File: src/rtl/raizing_pal_fade.sv
// Palette output stage: palette lookup, per-component 8-bit expansion, frame-synchronous fade, blanking.
// Optional half-intensity shadow input is enabled by defining RAIZING_PAL_SHADOW_EN.
module raizing_pal_fade #(
    parameter int AW              = 11,
    parameter int DW              = 16,
    parameter int CW              = 5,
    parameter int LW              = 5,
    parameter int FRAMES_PER_STEP = 2
) (
    input  logic          CLK,
    input  logic          RESET,
    input  logic          PIXEL_CEN,
    input  logic          LHBL,
    input  logic          LVBL,
    input  logic [AW-1:0] PIXEL,
`ifdef RAIZING_PAL_SHADOW_EN
    input  logic          SHADOW,
`endif
    output logic [AW-1:0] PAL_ADDR,
    input  logic [DW-1:0] PAL_DATA,
    input  logic          FADE_REQ,
    input  logic          FADE_DIR,
    output logic          FADE_BUSY,
    output logic          FADE_DONE,
    output logic          LHBL_DLY,
    output logic          LVBL_DLY,
    output logic [7:0]    RED,
    output logic [7:0]    GREEN,
    output logic [7:0]    BLUE
);

    localparam int CNTW = (FRAMES_PER_STEP > 1) ? $clog2(FRAMES_PER_STEP) : 1;
    localparam logic [CNTW-1:0] CNT_LAST = CNTW'(FRAMES_PER_STEP - 1);
    localparam logic [LW:0] LVL_FULL = {1'b1, {LW{1'b0}}};
    localparam logic [LW:0] LVL_ONE  = {{LW{1'b0}}, 1'b1};

    localparam logic [1:0] ST_IDLE = 2'd0;
    localparam logic [1:0] ST_RUN  = 2'd1;
    localparam logic [1:0] ST_DONE = 2'd2;

    logic [AW-1:0]   pal_addr_reg;
    logic [2:0]      lhbl_sr_reg;
    logic [2:0]      lvbl_sr_reg;
    logic [23:0]     c8_next;
    logic [23:0]     c8_reg;
    logic [23:0]     f_next;
    logic [23:0]     rgb_reg;
    logic [1:0]      state_reg, state_next;
    logic            dir_reg, dir_next;
    logic [CNTW-1:0] cnt_reg, cnt_next;
    logic [LW:0]     lvl_reg, lvl_next;
    logic            frame_tick;
    logic            shadow_s2;
    logic            unused_pal_data;

    assign unused_pal_data = ^PAL_DATA;

`ifdef RAIZING_PAL_SHADOW_EN
    logic shadow_s1_reg;
    logic shadow_s2_reg;

    // Shadow bit travels with its pixel through the first two stages.
    always_ff @(posedge CLK) begin
        if (RESET) begin
            shadow_s1_reg <= 1'b0;
            shadow_s2_reg <= 1'b0;
        end else if (PIXEL_CEN) begin
            shadow_s1_reg <= SHADOW;
            shadow_s2_reg <= shadow_s1_reg;
        end
    end
    assign shadow_s2 = shadow_s2_reg;
`else
    assign shadow_s2 = 1'b0;
`endif

    // Expansion replicates the component MSBs into the low bits so full scale maps to 8'hFF.
    for (genvar gi = 0; gi < 3; gi++) begin : g_comp
        logic [CW-1:0]   comp;
        logic [8+LW:0]   prod;
        logic [7:0]      scaled;
        logic            unused_prod;

        assign comp = PAL_DATA[gi*CW +: CW];
        if (CW == 8) begin : g_pass
            assign c8_next[gi*8 +: 8] = comp;
        end else begin : g_expand
            assign c8_next[gi*8 +: 8] = {comp, comp[CW-1 -: 8-CW]};
        end

        assign prod        = {{(LW+1){1'b0}}, c8_reg[gi*8 +: 8]} * {8'b0, lvl_reg};
        assign scaled      = prod[LW +: 8];
        assign unused_prod = ^{prod[8+LW], prod[LW-1:0]};
        assign f_next[gi*8 +: 8] = shadow_s2 ? {1'b0, scaled[7:1]} : scaled;
    end

    always_ff @(posedge CLK) begin
        if (RESET) begin
            pal_addr_reg <= '0;
            lhbl_sr_reg  <= '0;
            lvbl_sr_reg  <= '0;
            c8_reg       <= '0;
            rgb_reg      <= '0;
        end else if (PIXEL_CEN) begin
            pal_addr_reg <= PIXEL;
            lhbl_sr_reg  <= {lhbl_sr_reg[1:0], LHBL};
            lvbl_sr_reg  <= {lvbl_sr_reg[1:0], LVBL};
            c8_reg       <= c8_next;
            // Gate with the blanking bits that become LHBL_DLY/LVBL_DLY on this same edge.
            rgb_reg      <= (lhbl_sr_reg[1] & lvbl_sr_reg[1]) ? f_next : 24'd0;
        end
    end

    // lvbl_sr_reg[0] holds LVBL as sampled on the previous pixel enable.
    assign frame_tick = PIXEL_CEN & lvbl_sr_reg[0] & ~LVBL;

    always_comb begin
        logic [LW:0] step_lvl;
        logic [LW:0] run_target;
        logic [LW:0] req_target;
        state_next = state_reg;
        dir_next   = dir_reg;
        cnt_next   = cnt_reg;
        lvl_next   = lvl_reg;
        run_target = dir_reg ? '0 : LVL_FULL;
        req_target = FADE_DIR ? '0 : LVL_FULL;
        step_lvl   = dir_reg ? (lvl_reg - LVL_ONE) : (lvl_reg + LVL_ONE);
        case (state_reg)
            ST_IDLE: begin
                if (FADE_REQ) begin
                    dir_next   = FADE_DIR;
                    cnt_next   = '0;
                    state_next = (lvl_reg == req_target) ? ST_DONE : ST_RUN;
                end
            end
            ST_RUN: begin
                if (frame_tick) begin
                    if (cnt_reg == CNT_LAST) begin
                        cnt_next = '0;
                        lvl_next = step_lvl;
                        if (step_lvl == run_target) begin
                            state_next = ST_DONE;
                        end
                    end else begin
                        cnt_next = cnt_reg + CNTW'(1);
                    end
                end
            end
            ST_DONE: state_next = ST_IDLE;
            default: state_next = ST_IDLE;
        endcase
    end

    always_ff @(posedge CLK) begin
        if (RESET) begin
            state_reg <= ST_IDLE;
            dir_reg   <= 1'b0;
            cnt_reg   <= '0;
            lvl_reg   <= LVL_FULL;
        end else begin
            state_reg <= state_next;
            dir_reg   <= dir_next;
            cnt_reg   <= cnt_next;
            lvl_reg   <= lvl_next;
        end
    end

    assign PAL_ADDR  = pal_addr_reg;
    assign LHBL_DLY  = lhbl_sr_reg[2];
    assign LVBL_DLY  = lvbl_sr_reg[2];
    assign RED       = rgb_reg[7:0];
    assign GREEN     = rgb_reg[15:8];
    assign BLUE      = rgb_reg[23:16];
    assign FADE_BUSY = (state_reg == ST_RUN);
    assign FADE_DONE = (state_reg == ST_DONE);

endmodule

File: config.mk
export PLATFORM = sky130hd
export DESIGN_NAME = raizing_pal_fade
export DESIGN_NICKNAME = d
export VERILOG_FILES = /design/src/rtl/raizing_pal_fade.sv
export SDC_FILE = /design/constraint.sdc
export NUM_CORES = 1
export LEC_CHECK = 0
export ABC_AREA = 0
export CAP_MARGIN = 20
export CORE_UTILIZATION = 32
export CTS_BUF_LIST = sky130_fd_sc_hd__clkbuf_8
export CTS_CLUSTER_DIAMETER = 100
export DETAILED_ROUTE_END_ITERATION = 10
export GPL_TIMING_DRIVEN = 0
export PLACE_DENSITY_LB_ADDON = 0.2
export SYNTH_ARGS = -nofsm -noshare
export SYNTH_HDL_FRONTEND = slang
export SYNTH_SLANG_ARGS = --single-unit
File: constraint.sdc
create_clock -name CLK -period 5.2 [get_ports CLK]
set_input_delay 0.52 -clock CLK [delete_from_list [all_inputs] [get_ports CLK]]
set_output_delay 0.52 -clock CLK [all_outputs]
set_load 0.005 [all_outputs]
== After elaboration in Yosys (flattened, before gate mapping) ==
Cells that the tools add are included.

* Flip-flop bits (word level): 75
* Input bits: 34

* Add/subtract/negate cells: 3
* Multiply operators: 3
* Equal/unequal tests: 8
* Multiplexer cells: 14
* Bitwise logic cells: 4
* Reduce and logical (&&, ||, !) cells: 6

{| class="wikitable"
|+ Operators with widths
! cell !! number
|-
| 8-bit by 6-bit multiplier with 13-bit output || 3
|-
| 24-bit two-way mux || 1
|-
| 6-bit two-way mux || 3
|-
| 6-bit == test || 2
|-
| 2-bit two-way mux || 5
|-
| 6-bit by 1-bit adder with 6-bit output, second input constant || 1
|-
| 2-bit by 1-bit != test with 1-bit output, second input constant || 3
|-
| 3-bit AND reduction || 2
|-
| 6-bit by 1-bit subtractor with 6-bit output, second input constant || 1
|-
| 2-bit case mux with 2 select lines || 1
|-
| 4-bit AND reduction || 1
|-
| 1-bit AND || 3
|-
| 1-bit two-way mux || 3
|-
| 2-bit by 1-bit == test with 1-bit output, second input constant || 1
|-
| 2-bit == test, second input constant || 1
|-
| 2-bit zero test || 1
|-
| 2-bit != test, second input constant || 1
|-
| 1-bit case mux with 2 select lines || 1
|-
| 2-bit AND reduction || 1
|-
| 2-bit nonzero test || 1
|-
| 1-bit adder, second input constant || 1
|-
| 1-bit NOT || 1
|}

== Longest topological paths before layout ==
* Depth after elaboration: 7
* Depth in mapped cells: 14

== Worst setup path after synthesis ==
Ideal clock, no wire load.

* Path type: reg2reg
* Start point: register lvl_reg[5]
* End point: register rgb_reg[15]
* Library setup time: 79 ps
* Arrival: 3941 ps
* Slack: 1180 ps
* Stages on the path, launching flop included: 14
* Buffers on the path: 2
* Path through: dfxtp_1 buf_2 clkbuf_1 nand2_1 fa_1 fa_1 fa_1 inv_1 ha_1 and4b_1 a221o_1 and4_1 a2111o_1 o211ai_1

* Word-level cells in the longest chain between the ends: 2

{| class="wikitable"
|+ Ends and longest elaborated chain
! item !! RTL line !! text
|-
| from (decl) || 51 || <nowiki>logic [LW:0] lvl_reg, lvl_next;</nowiki>
|-
| from (signal assigned) || 164 || <nowiki>lvl_reg <= lvl_next;</nowiki>
|-
| 8-bit by 6-bit multiplier with 13-bit output || 91 || <nowiki>assign prod = {{(LW+1){1'b0}}, c8_reg[gi*8 +: 8]} * {8'b0, lvl_reg};</nowiki>
|-
| 24-bit two-way mux || 110 || <nowiki>rgb_reg <= (lhbl_sr_reg[1] & lvbl_sr_reg[1]) ? f_next : 24'd0;</nowiki>
|-
| to (signal assigned) || 110 ||
|-
| to (decl) || 47 || <nowiki>logic [23:0] rgb_reg;</nowiki>
|}

Every way passes these cells.
A chain may end at the register's enable or synchronous reset.

== Worst setup path in the final report ==
* Start point: register lvl_reg[5]
* End point: register rgb_reg[6]

The elaborated chain is that of the path after synthesis.

==> impl_metrics.ini <==
[cts]
insertion_delay_ps = 360
cts.path.max_buffers = 2
clk_pin_slew_ps = 90
cts_sinks = 66
ctsResizeCount = 0
cts_root_buffer = clkbuf_8
cts_hold_buf = 0
postCtsSetupBuffers = 0
numCtsBuffers = 9
h-tree-depth = 3
cts_tree = yes

[floorplanning]
row_count = 51
fp.dieArea_sq_um = 20400
die_w_um = 143
core_area_sq_um = 19500
initial_core_util_pct = 32.6
ioPinCount = 73
die_y_um = 143

[worst_setup_path]
cp_slowest_cell = fa_1
cpPeakStageDelay_ps = 580
worstSetupPathType = reg -> reg
crit_top_cell = fa_1
critPathCaptureType = flip-flop
required_ps = 5440
critPathMaxFanout = 10
worstPathArrival_ps = 4990
path_buf_inv = 3
cpLargestDelayFamily = adder cells
start_kind = flip-flop
path_cells = buf_2 > clkbuf_1 > nand2_1 > fa_1 > fa_1 > fa_1 > inv_1 > ha_1 > and4_1 > a221oi_2 > o21ai_0 > mux2i_1 > nand3_1

[routing]
wl_met3_um = 613
num_vias = 4730
wl_per_cell_um = 14.3
drt-initial-drc-count = 226
drc = 0
highest_layer = met4
wl_met1_mm = 7.82
viasPerCell = 4.48
drt_first_pass_iters = 4
wl_mm = 15.1
ant_nets = 0
met2_length_mm = 6.58

[global_route]
grt_max_degree = 14
antenna_found_initial = 0
grt_pass1_wl_mm = 24.8
grt_pass1_vias = 4651
grt_usage_pct = 15.9
gr-total-overflow = 0

[power]
pwr-share-comb_pct = 14.7
p_sw_mw = 0.334
ir_worst_vdd_v = 0.000133
p_sw_share_pct = 29.5
p_int_mw = 0.798
power.clock.fraction_pct = 37.4
power_density_nw_per_um2 = 150
finalPower_mw = 1.13
power_frac_seq_pct = 47.9
leakage_nw = 3.44

[layout]
final_common_cell = inv_1
nNetsFinal = 943
largest_reg_flops = 24
final_cell_mix = inv_1, and2_1, clkdlybuf4s50_1, dfxtp_1, fa_1
final_core_util_pct = 38.9
layout-drive-gt1-share_pct = 4.05
diodes = 0
syn_to_final_growth_pct = 19.2

[status]
status = completed

[run]
cap_violations = 0

[timing]
grt_setup_unrepaired = no
skew_ps = 14.9
fmax_ghz = 0.211
setup_slack_ps = 453
finalSetupViolCount = 0
drv_slew = 0
fin_crit_ps = 4750
finalCritPeriodShare_pct = 91.3
tightestPinTransition_ps = 800
finalHoldViolCount = 0
maxSlewHeadroom_pct = 46.5
fin_tns_setup_ps = 0

[logic_synthesis]
synthesis.area_sq_um = 6350
ys_types = 54
synthAdderAreaFrac_pct = 31.8
synth.avg_cell_area_sq_um = 9.00
synth_simple_gate_area_share_pct = 20.1
ys_seq_elements = 66
synthCells = 705
synthFlopType = dfxtp_1
post-synth-top-area-cell = dfxtp_1
synth_top_family_by_area = adder cells
synth_nets = 862
synth_xor_xnor_area_share_pct = 4.65
yosysWarnings = 0
async_flop_share_pct = 0
ys_seq_area_share_pct = 20.8
synth_edf_count = 0
yosys-top-cells-area = dfxtp_1, fa_1, ha_1
yosys.area.top_type_share_pct = 20.8
synthMuxAreaShare_pct = 6.68
synth_compound_area_share_pct = 7.99

[placement]
post-place-ws_ps = 455
hpwl_mm = 12.1
numPortBuffers = 70
gp_congestion = 0.825

[worst_hold_path]
hold_class = reg -> reg
[area by class of cell]
class	instances	area (sq um)
Tap cell	265	332
Clock buffer	10	138
Multi-Input combinational cell	508	4520
Clock inverter	6	50.0
Inverter	107	402
Buffer	24	98.8
Fill cell	2034	11900
Sequential cell	66	1320
Timing Repair Buffer	70	701
[power by group through the flow]
| stage | clock (mW) | sequential (mW) | combinational [mW] |
|---|---|---|---|
| 3_3_place_gp | 0 | 0.555 | 0.168 |
| 3_5_place_dp | 0 | 0.554 | 0.168 |
| 5_1_grt | 0.469 | 0.546 | 0.189 |
| 2_1_floorplan | 0 | 0.545 | 0.105 |
| 4_1_cts | 0.448 | 0.543 | 0.170 |
| 6_report | 0.423 | 0.542 | 0.166 |
[routing by layer]
metal | vias to the layer above | global-route usage [%]
li1 | 2454 | -
met1 | 2191 | 23.4
met2 | 81 | 23.7
met3 | 4 | 2.95
met4 | 0 | 3.74
met5 | - | 0
[Yosys cell counts, drive strengths merged (8+ instances only)]
cell type,number
ha,59
nand3,15
a21oi,20
nor3b,11
xor2,9
dfxtp,66
nor3,9
xnor2,17
clkbuf,18
inv,107
fa,64
o21ai,21
and2,74
mux2i,39
nand2b,8
nor2,49
nand2,45
[worst paths after layout]
path | from | endpoint | slack [ps] | cells after the start
hold / removal | rgb_reg[3] | rgb_reg[3] | 450 | 2
hold reg to reg | rgb_reg[3] | rgb_reg[3] | 450 | 2
setup reg to reg | lvl_reg[5] | rgb_reg[6] | 450 | 13
setup / recovery | lvl_reg[5] | rgb_reg[6] | 450 | 13
[metrics by stage]
stage	hold WS, ps	instance area, sq um	cells
after floorplan	449	6350	705
after global placement	436	7380	1040
after detailed placement	441	7380	1040
after CTS	460	7570	1056
after global routing	480	7570	1056
final	453	7570	1056
[kinds of logic after synthesis]
| family | Yosys count |
|---|---|
| AOI/OAI and AO/OA | 77 |
| xor gates and xnor gates | 29 |
| adders and majority gates | 123 |
| buffers and inverters | 131 |
| DFF | 66 |
| muxes | 42 |
| and+or+nand+nor | 237 |
[worst min-delay path, delay by kind of cell (launching register included)]
kind | cells | cell delay (ps)
AOI/OAI and AO/OA | 1 | 50
DFF | 1 | 330
and+or+nand+nor | 1 | 40
No activity file was read; power rests on OpenSTA's default activity.
